$ cat src/rtl/gpu_sched_pkg.sv
// Shared types for the raster scheduler: vertex/triangle payloads and FSM encoding.
package gpu_sched_pkg;

  localparam int COORD_W = 10;
  localparam int COLOR_W = 4;

  // One vertex: [2]=x, [1]=y, [0]=z, each IEEE-754 single.
  typedef logic [2:0][31:0] vertex_t;

  typedef struct packed {
    vertex_t p1;
    vertex_t p2;
    vertex_t p3;
    logic    last;
  } tri_t;

  typedef enum logic [2:0] {
    IDLE  = 3'd0,
    CLEAR = 3'd1,
    DRAIN = 3'd2,
    ISSUE = 3'd3,
    WAIT  = 3'd4,
    DONE  = 3'd5
  } sched_state_t;

  localparam int TRI_W = $bits(tri_t);

endpackage

$ cat src/rtl/raster_scheduler_if.sv
// Triangle source -> scheduler valid/ready channel.
interface raster_scheduler_if;
  logic                 tri_valid;
  logic                 tri_ready;
  logic                 tri_last;
  gpu_sched_pkg::vertex_t tri_p1;
  gpu_sched_pkg::vertex_t tri_p2;
  gpu_sched_pkg::vertex_t tri_p3;

  modport master (output tri_valid, tri_last, tri_p1, tri_p2, tri_p3, input tri_ready);
  modport slave  (input tri_valid, tri_last, tri_p1, tri_p2, tri_p3, output tri_ready);
endinterface

$ cat src/rtl/raster_scheduler_tri_fifo.sv
// Synchronous triangle FIFO; ready is registered so it never depends on push/pop combinationally.
module tri_fifo
  import gpu_sched_pkg::*;
#(
  parameter int DEPTH = 8
) (
  input  logic clk,
  input  logic areset_n,
  input  logic push,
  input  tri_t din,
  input  logic pop,
  output tri_t dout,
  output logic ready,
  output logic empty
);
  localparam int AW = $clog2(DEPTH);

  tri_t          mem [DEPTH];
  logic [AW-1:0] wr_ptr, rd_ptr;
  logic [AW:0]   count, count_nxt;
  logic          do_push, do_pop;

  assign do_push = push && ready;
  assign do_pop  = pop && !empty;
  assign empty   = (count == '0);
  assign dout    = mem[rd_ptr];

  // Occupancy after this cycle's push/pop; simultaneous push+pop nets to zero.
  always_comb begin
    count_nxt = count + {{AW{1'b0}}, do_push} - {{AW{1'b0}}, do_pop};
  end

  // Storage is not reset; occupancy tracking alone defines validity.
  always_ff @(posedge clk) begin
    if (do_push) mem[wr_ptr] <= din;
  end

  // Pointers, count and registered ready flag.
  always_ff @(posedge clk or negedge areset_n) begin
    if (!areset_n) begin
      wr_ptr <= '0;
      rd_ptr <= '0;
      count  <= '0;
      ready  <= 1'b1;
    end else begin
      if (do_push) wr_ptr <= wr_ptr + 1'b1;
      if (do_pop)  rd_ptr <= rd_ptr + 1'b1;
      count <= count_nxt;
      ready <= (count_nxt != (AW+1)'(DEPTH));
    end
  end

endmodule

$ cat src/rtl/raster_scheduler.sv
// Frame sequencer: optional clear sweep, then issues queued triangles to the rasterizer.
module raster_scheduler
  import gpu_sched_pkg::*;
#(
  parameter int FIFO_DEPTH = 8,
  parameter int FB_W       = 640,
  parameter int FB_H       = 480
) (
  input  logic               clk,
  input  logic               areset_n,
  input  logic               frame_go,
  input  logic               clear_en,
  input  logic [COLOR_W-1:0] clear_color,
  raster_scheduler_if.slave  tri_in,
  output logic               ru_start,
  output vertex_t            ru_p1,
  output vertex_t            ru_p2,
  output vertex_t            ru_p3,
  input  logic               ru_done,
  input  logic [COORD_W-1:0] ru_fb_x,
  input  logic [COORD_W-1:0] ru_fb_y,
  input  logic [COLOR_W-1:0] ru_data,
  input  logic               ru_fb_we,
  output logic [COORD_W-1:0] fb_x,
  output logic [COORD_W-1:0] fb_y,
  output logic [COLOR_W-1:0] fb_data,
  output logic               fb_we,
  output logic               busy,
  output logic               frame_done,
  output logic [15:0]        tri_count
);
  localparam logic [2:0] S_IDLE  = IDLE;
  localparam logic [2:0] S_CLEAR = CLEAR;
  localparam logic [2:0] S_DRAIN = DRAIN;
  localparam logic [2:0] S_ISSUE = ISSUE;
  localparam logic [2:0] S_WAIT  = WAIT;
  localparam logic [2:0] S_DONE  = DONE;

  localparam logic [COORD_W-1:0] X_MAX = COORD_W'(FB_W - 1);
  localparam logic [COORD_W-1:0] Y_MAX = COORD_W'(FB_H - 1);

  logic [2:0]         state, state_nxt;
  logic [COORD_W-1:0] cx, cy;
  logic [COLOR_W-1:0] color_q;
  logic               last_q;
  logic               fifo_empty;
  logic               job_done;
  logic               frame_start;
  tri_t               fifo_din, fifo_head;

  assign fifo_din    = '{p1: tri_in.tri_p1, p2: tri_in.tri_p2, p3: tri_in.tri_p3, last: tri_in.tri_last};
  assign frame_start = (state == S_IDLE) && frame_go;
  // ru_start marks the first WAIT cycle; done is only believed after it.
  assign job_done    = (state == S_WAIT) && !ru_start && ru_done;
  assign busy        = (state != S_IDLE);
  assign frame_done  = (state == S_DONE);

  tri_fifo #(.DEPTH(FIFO_DEPTH)) u_fifo (
    .clk      (clk),
    .areset_n (areset_n),
    .push     (tri_in.tri_valid),
    .din      (fifo_din),
    .pop      (state == S_ISSUE),
    .dout     (fifo_head),
    .ready    (tri_in.tri_ready),
    .empty    (fifo_empty)
  );

  // Next-state decode.
  always_comb begin
    state_nxt = state;
    case (state)
      S_IDLE:  if (frame_go) state_nxt = clear_en ? S_CLEAR : S_DRAIN;
      S_CLEAR: if (cx == X_MAX && cy == Y_MAX) state_nxt = S_DRAIN;
      S_DRAIN: if (!fifo_empty) state_nxt = S_ISSUE;
      S_ISSUE: state_nxt = S_WAIT;
      S_WAIT:  if (job_done) state_nxt = last_q ? S_DONE : S_DRAIN;
      S_DONE:  state_nxt = S_IDLE;
      default: state_nxt = S_IDLE;
    endcase
  end

  // State register.
  always_ff @(posedge clk or negedge areset_n) begin
    if (!areset_n) state <= S_IDLE;
    else           state <= state_nxt;
  end

  // Clear sweeper: raster-order coordinates and latched colour.
  always_ff @(posedge clk or negedge areset_n) begin
    if (!areset_n) begin
      cx      <= '0;
      cy      <= '0;
      color_q <= '0;
    end else if (frame_start) begin
      cx      <= '0;
      cy      <= '0;
      color_q <= clear_color;
    end else if (state == S_CLEAR) begin
      if (cx == X_MAX) begin
        cx <= '0;
        if (cy != Y_MAX) cy <= cy + 1'b1;
      end else begin
        cx <= cx + 1'b1;
      end
    end
  end

  // Rasterizer job registers: vertices held from ISSUE until the next ISSUE.
  always_ff @(posedge clk or negedge areset_n) begin
    if (!areset_n) begin
      ru_start <= 1'b0;
      ru_p1    <= '0;
      ru_p2    <= '0;
      ru_p3    <= '0;
      last_q   <= 1'b0;
    end else begin
      ru_start <= (state == S_ISSUE);
      if (state == S_ISSUE) begin
        ru_p1  <= fifo_head.p1;
        ru_p2  <= fifo_head.p2;
        ru_p3  <= fifo_head.p3;
        last_q <= fifo_head.last;
      end
    end
  end

  // Per-frame completed-triangle counter, saturating.
  always_ff @(posedge clk or negedge areset_n) begin
    if (!areset_n)                         tri_count <= '0;
    else if (frame_start)                  tri_count <= '0;
    else if (job_done && tri_count != '1)  tri_count <= tri_count + 1'b1;
  end

  // Frame-buffer write port: sweeper owns it during CLEAR, rasterizer otherwise.
  always_comb begin
    fb_x    = ru_fb_x;
    fb_y    = ru_fb_y;
    fb_data = ru_data;
    fb_we   = ru_fb_we;
    if (state == S_CLEAR) begin
      fb_x    = cx;
      fb_y    = cy;
      fb_data = color_q;
      fb_we   = 1'b1;
    end
  end

endmodule

$ cat src/flat_wrapper.sv
// flat-port wrapper written by rule: the top's interface ports become plain ports
module raster_scheduler_flat import gpu_sched_pkg::*;
#(
  parameter int FIFO_DEPTH = 8,
  parameter int FB_W       = 640,
  parameter int FB_H       = 480
)
  (clk, areset_n, frame_go, clear_en, clear_color, ru_start, ru_p1, ru_p2, ru_p3, ru_done, ru_fb_x, ru_fb_y, ru_data, ru_fb_we, fb_x, fb_y, fb_data, fb_we, busy, frame_done, tri_count, tri_in_tri_valid, tri_in_tri_last, tri_in_tri_p1, tri_in_tri_p2, tri_in_tri_p3, tri_in_tri_ready);
  raster_scheduler_if tri_in_i ();
  input  logic clk;
  input  logic areset_n;
  input  logic frame_go;
  input  logic clear_en;
  input  logic [COLOR_W-1:0] clear_color;
  output logic ru_start;
  output vertex_t ru_p1;
  output vertex_t ru_p2;
  output vertex_t ru_p3;
  input  logic ru_done;
  input  logic [COORD_W-1:0] ru_fb_x;
  input  logic [COORD_W-1:0] ru_fb_y;
  input  logic [COLOR_W-1:0] ru_data;
  input  logic ru_fb_we;
  output logic [COORD_W-1:0] fb_x;
  output logic [COORD_W-1:0] fb_y;
  output logic [COLOR_W-1:0] fb_data;
  output logic fb_we;
  output logic busy;
  output logic frame_done;
  output logic [15:0] tri_count;
  input wire logic [$bits(tri_in_i.tri_valid)-1:0] tri_in_tri_valid;
  input wire logic [$bits(tri_in_i.tri_last)-1:0] tri_in_tri_last;
  input wire logic [$bits(tri_in_i.tri_p1)-1:0] tri_in_tri_p1;
  input wire logic [$bits(tri_in_i.tri_p2)-1:0] tri_in_tri_p2;
  input wire logic [$bits(tri_in_i.tri_p3)-1:0] tri_in_tri_p3;
  output wire logic [$bits(tri_in_i.tri_ready)-1:0] tri_in_tri_ready;
  assign tri_in_i.tri_valid = tri_in_tri_valid;
  assign tri_in_i.tri_last = tri_in_tri_last;
  assign tri_in_i.tri_p1 = tri_in_tri_p1;
  assign tri_in_i.tri_p2 = tri_in_tri_p2;
  assign tri_in_i.tri_p3 = tri_in_tri_p3;
  assign tri_in_tri_ready = tri_in_i.tri_ready;
  raster_scheduler #(.FIFO_DEPTH(FIFO_DEPTH), .FB_W(FB_W), .FB_H(FB_H)) u_core (.clk(clk), .areset_n(areset_n), .frame_go(frame_go), .clear_en(clear_en), .clear_color(clear_color), .tri_in(tri_in_i), .ru_start(ru_start), .ru_p1(ru_p1), .ru_p2(ru_p2), .ru_p3(ru_p3), .ru_done(ru_done), .ru_fb_x(ru_fb_x), .ru_fb_y(ru_fb_y), .ru_data(ru_data), .ru_fb_we(ru_fb_we), .fb_x(fb_x), .fb_y(fb_y), .fb_data(fb_data), .fb_we(fb_we), .busy(busy), .frame_done(frame_done), .tri_count(tri_count));
endmodule
$ cat config.mk
export PLATFORM = sky130hd
export DESIGN_NAME = raster_scheduler_flat
export DESIGN_NICKNAME = d
export VERILOG_FILES = /design/src/rtl/gpu_sched_pkg.sv /design/src/rtl/raster_scheduler_if.sv /design/src/rtl/raster_scheduler_tri_fifo.sv /design/src/rtl/raster_scheduler.sv /design/src/flat_wrapper.sv
export SDC_FILE = /design/constraint.sdc
export NUM_CORES = 2
export LEC_CHECK = 0
export ABC_AREA = 1
export CORE_MARGIN = 2
export CORE_UTILIZATION = 55
export CTS_BUF_LIST = sky130_fd_sc_hd__clkbuf_16
export DETAILED_ROUTE_END_ITERATION = 16
export MAX_ROUTING_LAYER = met4
export PLACE_DENSITY_LB_ADDON = 0.15
export SETUP_SLACK_MARGIN = 0.02
export SLEW_MARGIN = 0
export SYNTH_ARGS = -nofsm -noshare
export SYNTH_HDL_FRONTEND = slang
export SYNTH_SLANG_ARGS = --single-unit
export TNS_END_PERCENT = 50
$ cat constraint.sdc
create_clock -name clk -period 28.4 [get_ports clk]
set_clock_uncertainty 0.05 [all_clocks]
set_input_delay 8.52 -clock clk [delete_from_list [all_inputs] [get_ports clk]]
set_output_delay 8.52 -clock clk [all_outputs]
set_load 0.01 [all_outputs]
==> results_dict.tcl <==
set metrics [dict create \
    synthCells 8085 \
    finalCriticalPeriod_ns 18.32 \
    max_stage_delay_ns 0.59 \
    yosys-top-cells-count "2312 x edfxtp_1, 1270 x nand2_1, 1221 x nor2_1" \
    p_leak_uw 0.04214 \
    initial_core_util_pct 55.43 \
    cts_buffer_depth 4 \
    ys_seq_area_share_pct 75.77 \
    totalWireLength_um 261900 \
    hold_depth 2 \
    io_buffer_count 656 \
    die_x_um 436.7 \
    startpoint "ru_fb_x[1]" \
    grt_pass1_vias 63746 \
    synthXorXnorAreaFrac_pct 0.09354 \
    postRouteAntennaNets 0 \
    synth_top_area_share_pct 67.41 \
    path_max_fanout 1 \
    cts_setup_buffers 0 \
    syn_to_final_growth_pct 16.30 \
    antenna_found_initial 73 \
    post-route-drc-count 0 \
    syn_area_per_cell_um2 12.74 \
    vias 65978 \
    ys_types 32 \
    synth_nets 8420 \
    clock-sinks 2656 \
    placed_cell_area_mm2 0.1113 \
    max_slew_margin_pct 17.96 \
    slowest_stage "clkdlybuf4s50_1" \
    cts-root-buf "clkbuf_16" \
    cp_top_family "buffers and inverters" \
    synth_compound_area_share_pct 9.037 \
    grt.total_usage_pct 28.00 \
    numCtsBuffers 285 \
    drv_slew 0 \
    critical_path_depth 4 \
    cts.htree.levels 5 \
    ys_async_sr_fraction_pct 12.95 \
    n_fill_cell 13663 \
    synthSimpleGateAreaFrac_pct 12.02 \
    gp_congestion 0.8270 \
    cts_tree "built" \
    fp-row-count 158 \
    clk_latency_ns 0.92 \
    dpl.hpwl_um 134700 \
    synth_fa_ha_area_share_pct 0.1409 \
    setup_viol 0 \
    grt_pass1_wl_um 394700 \
    r2r_start "u_core.u_fifo.rd_ptr[0]" \
    design_area_mm2 0.1198 \
    critical_path_class "input pin to output pin" \
    yosysWarnings 0 \
    crit_chain "clkdlybuf4s50_1, nand2_1, o21ai_0, clkdlybuf4s50_1" \
    worstPathRequired_ns 19.83 \
    clk_pin_slew_worst_paths_ns 0.06 \
    overflow 0 \
    fin_tns_setup_ns 0 \
    vdd_drop_max_v 0.00009955 \
    powerDensity_mw_per_mm2 102.8 \
    syn-cell-area_mm2 0.1030 \
    reg2reg_depth 11 \
    synth_top_family_by_area "simple AND/OR/NAND/NOR gates" \
    cap_violations 0 \
    fin_crit_sh_pct 64.50 \
    dieArea_mm2 0.1907 \
    synthTopCellsByArea "edfxtp_1 67%, dfrtp_1 8.3%, nand2_1 4.6%" \
    vias_per_cell 5.817 \
    drive_gt1_share_pct 5.249 \
    grt_setup_unrepaired "no" \
    synth_mux_area_share_pct 0 \
    synth_edf_count 2312 \
    synth_ff_type "edfxtp_1" \
    ios 657 \
    drt_iter0_markers 6392 \
    core_mm2 0.1858 \
    synth_most_common_cell "edfxtp_1" \
    fmax_mhz 54.59 \
    worst_slew_pin_slew_ns 1.231 \
    status "complete, no violations" \
    critPathMostFrequentCell "clkdlybuf4s50_1" \
    crit_buf_inv 2 \
    start_kind "input pin" \
    hold_viol_final 0 \
    grt_max_degree 278 \
    end_kind "output pin" \
    arrival_ns 9.75 \
    drt-pass1-iter-count 8 \
    cts.repair.resized 0 \
    hold_class "register to register" \
    yosys_register_bits 2656 \
    cts_hold_repair.buffers 0 \
    nNetsFinal 8928 \
    synth_top_cell_by_area "edfxtp_1" \
    min_from "u_core.ru_p2[4]" \
    die_h_um 436.7 \
    avgRoutedWirePerCell_um 23.09 \
]
area by class of cell:
| cell class | count | area, µm² | share of cell area (%) |
|---|---|---|---|
| tap | 2480 | 3103 | 2.590 |
| multi-input combinational | 4717 | 22000 | 18.36 |
| inverter | 187 | 738.2 | 0.6163 |
| clock inverter | 206 | 1107 | 0.9244 |
| clock buffer | 290 | 7257 | 6.058 |
| timing repair buffer | 746 | 7385 | 6.165 |
| antenna | 60 | 150.1 | 0.1253 |
| sequential | 2656 | 78050 | 65.16 |
tightest hold or removal path, stage by stage, from the launching register on:
cell and delay [ns]:
dfrtp_1 0.34, nand2_1 0.05, nand2_1 0.05
power breakdown:
group	total (µW)	internal [µW]	switching, µW
combinational	3730	1220	2510
clock	3360	1920	1440
sequential	5230	4920	303
cell usage in the layout, fill, tap and decap left out, drive strengths merged, types with 108 or more instances in the layout:
master,count
a21oi,133
clkbuf,290
clkdlybuf4s50,655
clkinv,108
dfrtp,343
edfxtp,2312
inv,272
nand2,1270
nand3,552
nor2,1223
o211ai,470
o21ai,950
cells by family (layout without fill, tap and decap cells):
family,after synthesis,count (layout)
other,0,60
flip-flops,2656,2656
adder cells (fa/ha/maj),11,11
AO/OA/AOI/OAI,1610,1610
buffers and inverters,712,1429
XOR/XNOR,11,11
AND/OR/NAND/NOR,3085,3085
flip-flops by register name (all words and copies together) (netlist names), 3 cells and up:
register,count
u_core.u_fifo.wr_ptr,3
u_core.u_fifo.rd_ptr,3
u_core.ru_p2,96
u_core.u_fifo.mem,2312
u_core.color_q,4
u_core.tri_count,16
u_core.cx,10
u_core.cy,10
u_core.ru_p3,96
u_core.u_fifo.count,4
u_core.ru_p1,96
u_core.state,3
routing by layer:
| layer | global-route usage [%] | part of all wire (%) | vias up |
|---|---|---|---|
| met2 | 44.35 | 49 | 2469 |
| met4 | 12.45 | 4.1 | 0 |
| met1 | 36.03 | 40 | 32838 |
| met5 | - | 0 | - |
| li1 | - | - | 30124 |
| met3 | 4.468 | 7.0 | 547 |
metrics by stage:
stage | power (µW) | std cells | worst slack (ns) | hold slack (ns) | utilization (%)
4_1_cts | 12400 | 11282 | 10.08 | 0.4313 | 64.38
5_1_grt | 12970 | 11339 | 10.02 | 0.4388 | 64.46
6_report | 12320 | 11342 | 10.08 | 0.4249 | 64.46
3_3_place_gp | 8947 | 10786 | 10.09 | 0.4123 | 59.88
3_5_place_dp | 9040 | 10786 | 10.08 | 0.4152 | 59.88
2_1_floorplan | 7733 | 8085 | 6.508 | 0.3991 | -
worst paths after layout:
| path | to | slack, ns |
|---|---|---|
| max | fb_x[1] | 10.08 |
| min | u_core.ru_p2[4] | 0.42 |
| max reg2reg | u_core.ru_p3[80] | 22.64 |
| min reg2reg | u_core.ru_p2[4] | 0.42 |
| max in group asynchronous | u_core.ru_p1[81] | 18.47 |
| min in group asynchronous | u_core.ru_p2[30] | 7.67 |
Note: power is estimated with default switching activity, not from simulation.
